--- src/rtl/demux_1to2_stream.sv ---
`default_nettype none
// ============================================================================
// Module   : demux_1to2_stream
// Purpose  : Registered 1-to-2 stream demultiplexer with a FIFO per channel.
// Revision : 1.0 - initial release
// ============================================================================
module demux_1to2_stream #(
    parameter int WIDTH = 8,
    parameter int DEPTH = 4
) (
    input  logic                   clk,
    input  logic                   rst,
    input  logic [WIDTH-1:0]       I,
    input  logic                   S,
    input  logic                   I_valid,
    output logic                   I_ready,
    output logic [WIDTH-1:0]       Y0,
    output logic                   Y0_valid,
    input  logic                   Y0_ready,
    output logic [WIDTH-1:0]       Y1,
    output logic                   Y1_valid,
    input  logic                   Y1_ready,
    output logic [$clog2(DEPTH):0] Y0_count,
    output logic [$clog2(DEPTH):0] Y1_count
);

    localparam int AW = $clog2(DEPTH);
    localparam int CW = AW + 1;
    localparam logic [CW-1:0] c_FULL = CW'(DEPTH);

    logic [1:0]       w_full;
    logic [1:0]       w_valid;
    logic [1:0]       w_push;
    logic [1:0]       w_pop;
    logic [1:0]       w_ready;
    logic [WIDTH-1:0] w_head  [2];
    logic [CW-1:0]    w_count [2];

    assign w_ready = {Y1_ready, Y0_ready};
    // Admission looks only at the selected channel's occupancy, never at a pop.
    assign I_ready = ~w_full[S];

    generate
        for (genvar n = 0; n < 2; n++) begin : g_ch
            logic [WIDTH-1:0] r_mem [DEPTH];
            logic [AW-1:0]    r_wr;
            logic [AW-1:0]    r_rd;
            logic [CW-1:0]    r_cnt;

            assign w_full[n]  = (r_cnt == c_FULL);
            assign w_valid[n] = (r_cnt != '0);
            assign w_push[n]  = I_valid & ~w_full[n] & (S == 1'(n));
            assign w_pop[n]   = w_valid[n] & w_ready[n];
            assign w_head[n]  = w_valid[n] ? r_mem[r_rd] : '0;
            assign w_count[n] = r_cnt;

            always_ff @(posedge clk) begin
                if (!rst && w_push[n]) begin
                    r_mem[r_wr] <= I;
                end
            end

            always_ff @(posedge clk) begin
                if (rst) begin
                    r_wr  <= '0;
                    r_rd  <= '0;
                    r_cnt <= '0;
                end else begin
                    if (w_push[n]) begin
                        r_wr <= r_wr + 1'b1;
                    end
                    if (w_pop[n]) begin
                        r_rd <= r_rd + 1'b1;
                    end
                    case ({w_push[n], w_pop[n]})
                        2'b10:   r_cnt <= r_cnt + 1'b1;
                        2'b01:   r_cnt <= r_cnt - 1'b1;
                        default: r_cnt <= r_cnt;
                    endcase
                end
            end
        end
    endgenerate

    assign Y0       = w_head[0];
    assign Y1       = w_head[1];
    assign Y0_valid = w_valid[0];
    assign Y1_valid = w_valid[1];
    assign Y0_count = w_count[0];
    assign Y1_count = w_count[1];

endmodule
`default_nettype wire

--- config.mk ---
export PLATFORM = sky130hd
export DESIGN_NAME = demux_1to2_stream
export DESIGN_NICKNAME = d
export VERILOG_FILES = /design/src/rtl/demux_1to2_stream.sv
export SDC_FILE = /design/constraint.sdc
export NUM_CORES = 1
export LEC_CHECK = 0
export ABC_AREA = 0
export ABC_CLOCK_PERIOD_IN_PS = 5500
export BUFFER_PORTS_ARGS = -buffer_cell sky130_fd_sc_hd__buf_2
export CORE_MARGIN = 5
export CORE_UTILIZATION = 60
export CTS_CLUSTER_SIZE = 30
export DETAILED_ROUTE_END_ITERATION = 7
export HOLD_SLACK_MARGIN = 0.03
export PLACE_DENSITY = 0.82
export SYNTH_ARGS = -nofsm -noshare
export SYNTH_HDL_FRONTEND = slang
export SYNTH_SLANG_ARGS = --single-unit
--- constraint.sdc ---
create_clock -name clk -period 5.5 [get_ports clk]
set_input_delay 1.1 -clock clk [delete_from_list [all_inputs] [get_ports clk]]
set_output_delay 1.1 -clock clk [all_outputs]
set_load 0.01 [all_outputs]
==> impl_metrics.py <==
metrics = {
    "critical_path": {
        "timing.critical_path.from": "Y1_count[0]$_SDFFE_PP0P_",
        "timing.setup.critical_path_class": "reg2out",
        "r2r_setup_slack_ns": 3.12,
        "timing.reg2reg.worst_path_depth": 8,
        "worst_setup_path_start_kind": "flop",
        "worst_path_largest_cell_delay_ns": 0.99,
        "timing.critical_path.required_ns": 4.40,
        "critical_path.cell_chain": "nor3_1 > nor2b_1 > buf_2",
        "r2r_start": "Y1_count[2]$_SDFFE_PP0P_",
        "worst-endpoint-arrival_ns": 2.00,
        "critical_path.reg2reg.endpoint": "Y1_count[2]$_SDFFE_PP0P_",
        "timing.critical_path.fanout_max": 11,
        "worst_path_max_delay_cell": "sky130_fd_sc_hd__nor3_1",
        "critPathCaptureType": "output port",
        "worst_setup_ep": "Y1[2]",
    },
    "global_routing": {
        "grt_start_max_net_pins": 22,
        "congestion_overflow_gr": 0,
        "number_of_global_route_vias_before_repair": 1842,
        "antenna_found_initial": 0,
        "globalRouteTotalUtil_pct": 17.3,
        "grt_first_pass_wirelength_um": 9380,
    },
    "layout": {
        "layout.cells.most_common_list": "sky130_fd_sc_hd__edfxtp_1 (64), sky130_fd_sc_hd__buf_2 (38), sky130_fd_sc_hd__dfxtp_1 (18), sky130_fd_sc_hd__mux4_2 (16), sky130_fd_sc_hd__nor2b_1 (16)",
        "synthToLayoutAreaGrowth_pct": 13.2,
        "final_common_cell": "sky130_fd_sc_hd__edfxtp_1",
        "layout-drive-gt1-share_pct": 28.0,
        "finalNetCount": 282,
        "antennaDiodeCount": 0,
    },
    "placed_design": {
        "post-dp-hpwl_um": 4020,
        "post-place-ws_ns": 2.70,
        "final_estimated_routing_congestion_in_global_placement": 0.713,
        "place.port_buffers": 38,
    },
    "synthesis": {
        "yosysUniqueCellTypes": 29,
        "syn-mean-instance-area_um2": 15.9,
        "ys_seq_area_share_pct": 66.9,
        "synth-seq-cells": 82,
        "synthesis.yosys.warnings": 0,
        "mapped_cells": 214,
        "synth_nets": 240,
        "synth.cell_area_um2": 3410,
    },
    "sta": {
        "grt_setup_unrepaired": "false",
        "final-setup-viol-count": 0,
        "hold_viol": 0,
        "fin_skew_ns": 0.00939,
        "transition_at_the_pin_with_the_smallest_max_transition_slack_ns": 1.21,
        "final-max-slew-violation-count": 0,
        "final_period_minus_worst_setup_slack_ns": 3.10,
        "worst_slew_margin_rel_pct": 19.0,
        "finalWorstSetupSlack_ns": 2.40,
        "fmaxAchievable_mhz": 323,
        "fin_crit_sh_pct": 56.3,
        "setup-tns-final_ns": 0,
    },
    "clock_tree": {
        "cts_sinks": 82,
        "htree_num_levels": 3,
        "clk_pin_slew_ns": 0.07,
        "post-cts-setup-buffer-count": 0,
        "cts-hold-fix-buffers": 0,
        "clk_latency_ns": 0.34,
        "clockBufferDepth": 2,
        "cts_root_buffer": "sky130_fd_sc_hd__clkbuf_8",
        "cts-buffers-inserted": 9,
        "cts_tree": "done",
        "cts_repair_resize_count": 0,
    },
    "run": {
        "drv_cap": 0,
    },
    "route": {
        "via_per_inst": 5.47,
        "remaining_drc_errors": 0,
        "vias_after_detailed_routing": 1820,
        "detailed_route_wire_length_per_cell_um": 16.8,
        "drt_iter0_markers": 125,
        "ant_nets": 0,
        "first_pass_detailed_route_iteration_total": 4,
        "wirelength_um": 5600,
    },
    "floorplanning": {
        "io-pin-count": 39,
        "dieWidth_um": 85.4,
        "die_y_um": 85.4,
        "fp.dieArea_um2": 7290,
        "std_cell_rows": 27,
        "core-area_um2": 5510,
        "initial_utilization_pct": 62.0,
    },
    "run_status": {
        "outcome": "finished clean",
    },
    "power_and_ir_drop": {
        "ir_drop_mv": 0.261,
        "cellLeakagePower_nw": 1.41,
        "power_per_cell_area_nw_per_um2": 430,
    },
    "min_path": {
        "worst_hold_path_type": "reg2reg",
        "hold_depth": 2,
    },
}
## cell type report
type	instances	area, um2
Fill cell	383	1640
Clock buffer	12	155
Multi-Input combinational cell	109	1030
Inverter	15	56.3
Tap cell	72	90.1
Sequential cell	82	2280
Timing Repair Buffer	39	198
Clock inverter	4	48.8
## sequential cells by signal (all words and copies together), names as in the netlist, named ones only
name        cells
g_ch.r_mem     64
Y1_count        3
g_ch.r_wr       4
g_ch.r_rd       4
Y0_count        3
## worst min-delay path by stage
stage,startpoint,end
6_report,g_ch[0].r_rd[1]$_SDFFE_PP0P_,flop
5_1_grt,g_ch[1].r_rd[1]$_SDFFE_PP0N_,g_ch[1].r_rd[1]$_SDFFE_PP0N_
4_1_cts,g_ch[0].r_rd[1]$_SDFFE_PP0P_,flop
3_5_place_dp,g_ch[0].r_rd[1]$_SDFFE_PP0P_,flop
3_3_place_gp,g_ch[0].r_rd[1]$_SDFFE_PP0P_,g_ch[0].r_rd[1]$_SDFFE_PP0P_
2_1_floorplan,g_ch[1].r_rd[1]$_SDFFE_PP0N_,flop
## per-stage QoR
step / instance area, um2 / hold slack (ns) / util [%] / cells / total power, mW
CTS: 3860 / 0.505 / 70.2 / 333 / 1.69
finish: 3860 / 0.501 / 70.2 / 333 / 1.66
global placement: 3660 / 0.476 / 66.5 / 317 / 1.24
global route: 3860 / 0.530 / 70.2 / 333 / 1.78
detailed placement: 3660 / 0.491 / 66.5 / 317 / 1.26
floorplan: 3410 / 0.459 / - / 214 / 1.11
## power by group
group | internal [mW] | total (mW) | switching, mW
registers | 0.712 | 0.785 | 0.0731
logic | 0.223 | 0.448 | 0.224
clock network | 0.234 | 0.429 | 0.195
total | 1.17 | 1.66 | 0.492
## synth_stat cells, drive strengths merged
cell / count / share of area, %
mux4: 16 / 11
nor2: 12 / 1.3
nor4b: 1 / 0.26
mux2: 1 / 0.33
nand3: 1 / 0.15
or3: 5 / 0.95
and4b: 1 / 0.29
dfxtp: 18 / 11
nor2b: 16 / 2.9
nor3b: 3 / 0.95
nand2: 3 / 0.33
nand2b: 4 / 0.73
edfxtp: 64 / 56
inv: 15 / 1.7
o31ai: 2 / 0.44
clkbuf: 4 / 0.44
nor3: 2 / 0.29
a21oi: 7 / 1.0
or3b: 1 / 0.26
and2: 8 / 1.5
xor2: 6 / 1.5
fa: 2 / 1.2
mux2i: 3 / 0.88
buf: 4 / 0.73
ha: 10 / 3.7
o21ai: 5 / 0.73
## cells by family (layout without fill, tap and decap cells)
kind of cell | after synthesis | count (layout) | synth area share [%]
xor+xnor | 6 | 6 | 1.54
flops | 82 | 82 | 66.9
simple gates | 57 | 57 | 9.94
compound gates | 14 | 14 | 2.20
fa+ha+maj | 12 | 12 | 4.84
buf+inv | 23 | 70 | 2.82
mux | 20 | 20 | 11.8
## routing by layer
metal / wire length (um) / GRT usage, %
met1: 2350 / 22.7
met4: 64 / 7.48
met3: 282 / 4.85
met5: 0 / 0
met2: 2890 / 27.2
## critical path, delay by kind of cell (launching register included)
kind / cells / cell delay (ns)
buffers and inverters: 1 / 0.19
DFF: 1 / 0.38
and+or+nand+nor: 2 / 1.09
(Power assumes the default switching activity.)
